## src/rtl/riscv_mem_arbiter_pkg.sv

```systemverilog
// Shared types for the fetch/data memory arbiter: owner and FSM encodings,
// access-size codes and the latched memory request record.
package riscv_pkg;

   typedef enum logic {OWN_IF = 1'b0, OWN_D = 1'b1} owner_t;

   typedef enum logic [1:0] {IDLE = 2'd0, REQ = 2'd1, RESP = 2'd2} state_t;

   localparam logic [2:0] SZ_B = 3'd0;
   localparam logic [2:0] SZ_H = 3'd1;
   localparam logic [2:0] SZ_W = 3'd2;
   localparam logic [2:0] SZ_D = 3'd3;

   typedef struct packed {
      logic [63:0] addr;
      logic [63:0] wdata;
      logic        we;
      logic [2:0]  size;
   } mem_req_t;

endpackage

```

## src/rtl/riscv_mem_arbiter_arb.sv

```systemverilog
// Data-priority grant with a starvation cap: after MAX_DATA_STREAK data grants
// taken while fetch was waiting, the next contested grant goes to fetch.
module arb_prio_streak #(
   parameter int MAX_DATA_STREAK = 4
) (
   input  logic clk,
   input  logic rst_n,
   input  logic i_en,
   input  logic i_if_valid,
   input  logic i_d_valid,
   output logic o_gnt_if,
   output logic o_gnt_d
);

   localparam logic [7:0] LP_MAX = 8'(MAX_DATA_STREAK);

   logic [7:0] r_streak;
   logic       w_force_if;

   assign w_force_if = i_if_valid && (r_streak == LP_MAX);
   assign o_gnt_d    = i_en && i_d_valid && !w_force_if;
   assign o_gnt_if   = i_en && i_if_valid && (!i_d_valid || w_force_if);

   // Only data grants that actually made fetch wait count toward the streak
   always_ff @(posedge clk or negedge rst_n) begin
      if (!rst_n) begin
         r_streak <= '0;
      end else if (o_gnt_if) begin
         r_streak <= '0;
      end else if (o_gnt_d) begin
         if (!i_if_valid)
            r_streak <= '0;
         else if (r_streak != LP_MAX)
            r_streak <= r_streak + 8'd1;
      end
   end

endmodule

```

## src/rtl/riscv_mem_arbiter.sv

```systemverilog
// Shares one single-port 64-bit memory between instruction fetch and data
// access, one transaction in flight, with a response watchdog.
module riscv_mem_arbiter
   import riscv_pkg::*;
#(
   parameter int MAX_DATA_STREAK = 4,
   parameter int TIMEOUT_CYCLES  = 64
) (
   input  logic        clk,
   input  logic        rst_n,
   input  logic        if_req_valid,
   output logic        if_req_ready,
   input  logic [63:0] if_req_addr,
   output logic        if_resp_valid,
   output logic [31:0] if_resp_instr,
   input  logic        d_req_valid,
   output logic        d_req_ready,
   input  logic [63:0] d_req_addr,
   input  logic [63:0] d_req_wdata,
   input  logic        d_req_we,
   input  logic [2:0]  d_req_size,
   output logic        d_resp_valid,
   output logic [63:0] d_resp_rdata,
   output logic        mem_req_valid,
   input  logic        mem_req_ready,
   output logic [63:0] mem_req_addr,
   output logic [63:0] mem_req_wdata,
   output logic        mem_req_we,
   output logic [2:0]  mem_req_size,
   input  logic        mem_resp_valid,
   input  logic [63:0] mem_resp_rdata,
   output logic        busy,
   output logic        timeout_err
);

   localparam logic [15:0] LP_TMO_LAST = 16'(TIMEOUT_CYCLES - 1);

   state_t      r_state, w_state_nxt;
   owner_t      r_owner;
   mem_req_t    r_req;
   logic [15:0] r_timer;
   logic        r_if_resp_valid, r_d_resp_valid, r_timeout_err;
   logic [31:0] r_if_resp_instr;
   logic [63:0] r_d_resp_rdata;
   logic        w_gnt_if, w_gnt_d, w_arb_en, w_resp_hit, w_tmo, w_done;

   // Ready is gated by reset so the requesters see nothing while it is held
   assign w_arb_en = (r_state == IDLE) && rst_n;

   arb_prio_streak #(.MAX_DATA_STREAK(MAX_DATA_STREAK)) u_arb (
      .clk        (clk),
      .rst_n      (rst_n),
      .i_en       (w_arb_en),
      .i_if_valid (if_req_valid),
      .i_d_valid  (d_req_valid),
      .o_gnt_if   (w_gnt_if),
      .o_gnt_d    (w_gnt_d)
   );

   // A real response in the final watchdog cycle beats the timeout
   assign w_resp_hit = (r_state == RESP) && mem_resp_valid;
   assign w_tmo      = (r_state == RESP) && !mem_resp_valid && (r_timer == LP_TMO_LAST);
   assign w_done     = w_resp_hit || w_tmo;

   always_ff @(posedge clk or negedge rst_n) begin
      if (!rst_n) r_state <= IDLE;
      else        r_state <= w_state_nxt;
   end

   always_comb begin
      w_state_nxt = r_state;
      case (r_state)
         IDLE:    if (w_gnt_if || w_gnt_d) w_state_nxt = REQ;
         REQ:     if (mem_req_ready)       w_state_nxt = RESP;
         RESP:    if (w_done)              w_state_nxt = IDLE;
         default: w_state_nxt = IDLE;
      endcase
   end

   always_ff @(posedge clk or negedge rst_n) begin
      if (!rst_n) begin
         r_req   <= '0;
         r_owner <= OWN_IF;
      end else if (w_gnt_d) begin
         r_req   <= '{addr: d_req_addr, wdata: d_req_wdata, we: d_req_we, size: d_req_size};
         r_owner <= OWN_D;
      end else if (w_gnt_if) begin
         r_req   <= '{addr: if_req_addr, wdata: 64'd0, we: 1'b0, size: SZ_W};
         r_owner <= OWN_IF;
      end
   end

   always_ff @(posedge clk or negedge rst_n) begin
      if (!rst_n)                              r_timer <= '0;
      else if (r_state == REQ && mem_req_ready) r_timer <= '0;
      else if (r_state == RESP)                r_timer <= r_timer + 16'd1;
   end

   always_ff @(posedge clk or negedge rst_n) begin
      if (!rst_n) begin
         r_if_resp_valid <= 1'b0;
         r_d_resp_valid  <= 1'b0;
         r_if_resp_instr <= '0;
         r_d_resp_rdata  <= '0;
         r_timeout_err   <= 1'b0;
      end else begin
         r_if_resp_valid <= w_done && (r_owner == OWN_IF);
         r_d_resp_valid  <= w_done && (r_owner == OWN_D);
         if (w_done && r_owner == OWN_IF)
            r_if_resp_instr <= w_tmo ? 32'd0 :
                               (r_req.addr[2] ? mem_resp_rdata[63:32] : mem_resp_rdata[31:0]);
         if (w_done && r_owner == OWN_D)
            r_d_resp_rdata  <= (w_tmo || r_req.we) ? 64'd0 : mem_resp_rdata;
         if (w_tmo)
            r_timeout_err   <= 1'b1;
      end
   end

   assign if_req_ready  = w_gnt_if;
   assign d_req_ready   = w_gnt_d;
   assign if_resp_valid = r_if_resp_valid;
   assign if_resp_instr = r_if_resp_instr;
   assign d_resp_valid  = r_d_resp_valid;
   assign d_resp_rdata  = r_d_resp_rdata;
   assign mem_req_valid = (r_state == REQ);
   assign mem_req_addr  = r_req.addr;
   assign mem_req_wdata = r_req.wdata;
   assign mem_req_we    = r_req.we;
   assign mem_req_size  = r_req.size;
   assign busy          = (r_state != IDLE);
   assign timeout_err   = r_timeout_err;

endmodule
```

## config.mk

```make
export PLATFORM = sky130hd
export DESIGN_NAME = riscv_mem_arbiter
export DESIGN_NICKNAME = d
export VERILOG_FILES = /design/src/rtl/riscv_mem_arbiter_pkg.sv /design/src/rtl/riscv_mem_arbiter_arb.sv /design/src/rtl/riscv_mem_arbiter.sv
export SDC_FILE = /design/constraint.sdc
export NUM_CORES = 1
export LEC_CHECK = 0
export ABC_AREA = 0
export ABC_CLOCK_PERIOD_IN_PS = 2550
export CORE_AREA = 4 4 195 197
export CTS_CLUSTER_SIZE = 12
export DETAILED_ROUTE_END_ITERATION = 8
export DIE_AREA = 0 0 199 201
export HOLD_SLACK_MARGIN = 0.03
export PLACE_DENSITY = 0.66
export SLEW_MARGIN = 20
export SYNTH_ARGS = -nofsm -noshare
export SYNTH_HDL_FRONTEND = slang
export SYNTH_HIERARCHICAL = 1
export SYNTH_SLANG_ARGS = --single-unit
```

## constraint.sdc

```tcl
create_clock -name clk -period 2.55 [get_ports clk]
set_input_delay 0.3825 -clock clk [delete_from_list [all_inputs] [get_ports clk]]
set_output_delay 0.3825 -clock clk [all_outputs]
set_load 0.03 [all_outputs]
```

==> flow_summary.yaml <==
timing:
  drv_slew: 0
  fmaxAchievable_ghz: 0.4129
  post-route-period-util: 0.9499
  tightest_slew_ns: 1.096
  finalCriticalPeriod_ns: 2.422
  hold_violations: 0
  rsz0062_at_grt: "no"
  max_slew_margin: 0.2696
  final.setup.tns_ns: 0
  skew_ns: 0.01310
  setup_viol: 0
critical_path:
  cp.required_ns: 2.17
  worstSetupPathType: "flip-flop to output port"
  cp_max_fo: 10
  worstPathArrival_ns: 2.04
  endpoint_kind: "output port"
  rr_endpoint: "mem_req_wdata[32]"
  r2r_cells: 9
  r2r_setup_slack_ns: 0.20
  setup.worst_path.start_class: "flip-flop"
  r2r_start: "u_arb/r_streak[0]"
global_route:
  grt.overflow.total: 0
  grt_pass1_vias: 10160
  grt_max_degree: 165
  grt_pass1_wl_um: 60990
  antenna_found_initial: 2
  grt.total_usage: 0.1928
clocking:
  worstSkewPairLatency_ns: 0.54
  cts_buffers: 29
  tritoncts: "done"
  clk_pin_slew_ns: 0.06
  cts-root-buf: "clkbuf_16"
  cts_htree_levels: 1
  clock_sinks: 258
  clockBufferDepth: 3
detailed_routing:
  drc: 0
  antenna_left: 0
  wire_per_inst_um: 20.02
  vias_per_cell: 4.847
  vias: 9743
  drt_iter0_drc: 457
  dr.pass1.iters: 4
  wirelength_um: 40230
layout:
  fin_area_um2: 17930
  drive_above_1_share: 0.07143
  num-nets-final: 1790
  regArea_um2: 6459
  syn_to_final_growth_pct: 59.40
  multiInputGateArea_um2: 4417
  layout_commonest_cell: "clkdlybuf4s50_1"
  layout_common_cells: "clkdlybuf4s50_1, dfrtp_1, nor2_1, mux2i_1, nand2_1"
  fill_cells: 3386
worst_hold_path:
  hold-path-endpoint: "mem_req_addr[15]"
  min_from: "d_req_addr[15]"
  min_path_cells: 3
  hold_class: "input port to flip-flop"
logic_synthesis:
  synth_top_family_by_area: "compound AO/OA/AOI/OAI gates"
  synth_compound_area_frac: 0.1535
  synth-simple-area-share: 0.1382
  syn-instance-count: 1028
  synth_xor_area_frac: 0.002336
  async_flop_share: 1.000
  synth.avg_cell_area_um2: 10.94
  synth-edff-count: 0
  ys_seq_area_frac: 0.5739
  synth_cell_types: 50
  ys.flop_type: "dfrtp_1"
  yosysWarnings: 6
  synth_nets: 1297
  netlist_area_um2: 11250
  ys_ff_latch: 258
  synthMuxAreaShare: 0.09176
  synth-adder-area-share: 0.003337
power_and_ir_drop:
  p_per_area_nw_per_um2: 1231
  swShare: 0.4161
  clkPwrFrac: 0.179
  p_int_mw: 12.89
  combPwrFrac: 0.509
  ir_drop_v: 0.0006442
  leakagePower_nw: 7.402
  p_switching_mw: 9.187
  sequentialPowerShare: 0.312
floorplanning:
  rows: 70
  start_util: 0.3102
  core_area_um2: 36260
  die_y_um: 201
  die_area_um2: 40000
  die_x_um: 199
  ios: 501
place:
  dp_hpwl_um: 29790
  dpl-instance-area_um2: 16870
  portBuffers: 500
  gp_congestion: 0.8358
run_status:
  status: "finished, final reports clean"
run:
  cap_violations: 0
## critical path: stages (launching register included)
cell and delay (ns):
dfrtp_1 0.37, inv_1 0.06, ha_1 0.14, nor4b_4 0.24, a41oi_2 0.21, nor2_4 0.21, buf_12 0.15, buf_8 0.12
## stage by stage
step / hold WS [ns] / setup WS (ns) / power, mW / util / cells
floorplan: 0.08691 / 0.02101 / 12.87 / - / 1028
global placement: 0.4435 / 0.1704 / 18.07 / 0.4651 / 1942
detailed placement: 0.4492 / 0.1283 / 18.23 / 0.4651 / 1942
CTS: 0.3717 / -0.01866 / 22.34 / 0.4914 / 1996
global route: 0.3921 / 0.02239 / 23.30 / 0.4945 / 2009
finish: 0.4021 / 0.1279 / 22.08 / 0.4945 / 2010
## per-layer routing
metal	vias to the layer above	track usage	wire (um)	part of all wire
li1	4653	-	-	-
met2	332	0.3458	20600	0.51
met4	0	0.05667	1221	0.030
met5	-	0	0	0
met3	57	0.05170	3040	0.076
met1	4701	0.2244	15370	0.38
## sequential cells by signal (all words and copies together), names as in the netlist
name and cells:
d_resp_rdata 64, mem_req_addr 64, mem_req_wdata 64, if_resp_instr 32
r_timer 16, u_arb/r_streak 8, mem_req_size 3, r_state 2
d_resp_valid 1, if_resp_valid 1, mem_req_we 1, r_owner 1
timeout_err 1
## layout make-up
class | instances | area share
well taps | 468 | 0.03265
multi-input cells | 678 | 0.2463
clock inverters | 5 | 0.001535
diodes | 2 | 0.0002791
flip-flops and latches | 258 | 0.3602
repair buffers | 544 | 0.3081
inverters | 10 | 0.002093
clock buffers | 45 | 0.04884
## how the worst max path moves through the flow
stage	endpoint	startpoint	slack (ns)
after detailed placement	mem_req_wdata[28]	if_req_valid	0.13
after global routing	if_req_ready	u_arb/r_streak[0]	0.02
after CTS	if_req_ready	u_arb/r_streak[1]	-0.02
final	if_req_ready	u_arb/r_streak[0]	0.13
after global placement	mem_req_wdata[27]	if_req_valid	0.17
after floorplan	mem_req_addr[47]	r_state[0]	0.02
## kinds of logic (layout without fill, tap and decap cells)
logic type | after synthesis | count (layout)
AO/OA/AOI/OAI | 264 | 264
XOR/XNOR | 3 | 3
adder cells (fa/ha/maj) | 3 | 3
buffers and inverters | 92 | 604
flip-flops | 258 | 258
multiplexers | 103 | 103
other | 0 | 2
AND/OR/NAND/NOR | 305 | 305
## power groups by stage
| stage | logic, mW | clock network [mW] | registers, mW |
|---|---|---|---|
| finish | 11.2 | 3.95 | 6.89 |
| global route | 11.9 | 4.28 | 7.14 |
| CTS | 11.3 | 4.10 | 6.90 |
| detailed placement | 11.3 | 0 | 6.92 |
| global placement | 11.2 | 0 | 6.91 |
| floorplan | 2.73 | 0 | 10.1 |
## Yosys cell counts (2+ instances only)
library cell  instances  area share
a211oi_1             33       0.022
a21o_1                2      0.0013
a21oi_1              69       0.031
a22o_1               69       0.054
and2_1                3      0.0017
buf_1                18      0.0060
buf_2                11      0.0049
buf_6                 7      0.0070
clkbuf_1             45       0.015
dfrtp_1             258        0.57
ha_1                  3      0.0033
inv_1                10      0.0033
mux2i_1             102       0.091
nand2_1              85       0.028
nand2b_1              2      0.0011
nand3_1              11      0.0049
nand3b_1              3      0.0020
nand4_1               7      0.0039
nand4b_1              2      0.0016
nor2_1              105       0.035
nor2b_1               3      0.0017
nor3_1                3      0.0013
nor3b_1              64       0.043
nor4_1                5      0.0028
o211ai_1              3      0.0020
o21a_1                2      0.0013
o21ai_0              73       0.032
o311ai_0              2      0.0016
o31ai_1               2      0.0013
o41ai_1               2      0.0016
or2_2                 3      0.0017
xnor2_1               3      0.0023
## what timing repair did
item / CTS / global route
gates resized for setup: 4 / 0
gates cloned: 0 / 1
hold buffers: 1 / 0
hold endpoints to repair: 32 / 0
setup buffers: 3 / 11
endpoints found under the setup margin: 2 / 6
pin swaps: 3 / 2
Power figures use the tool's default switching activity.
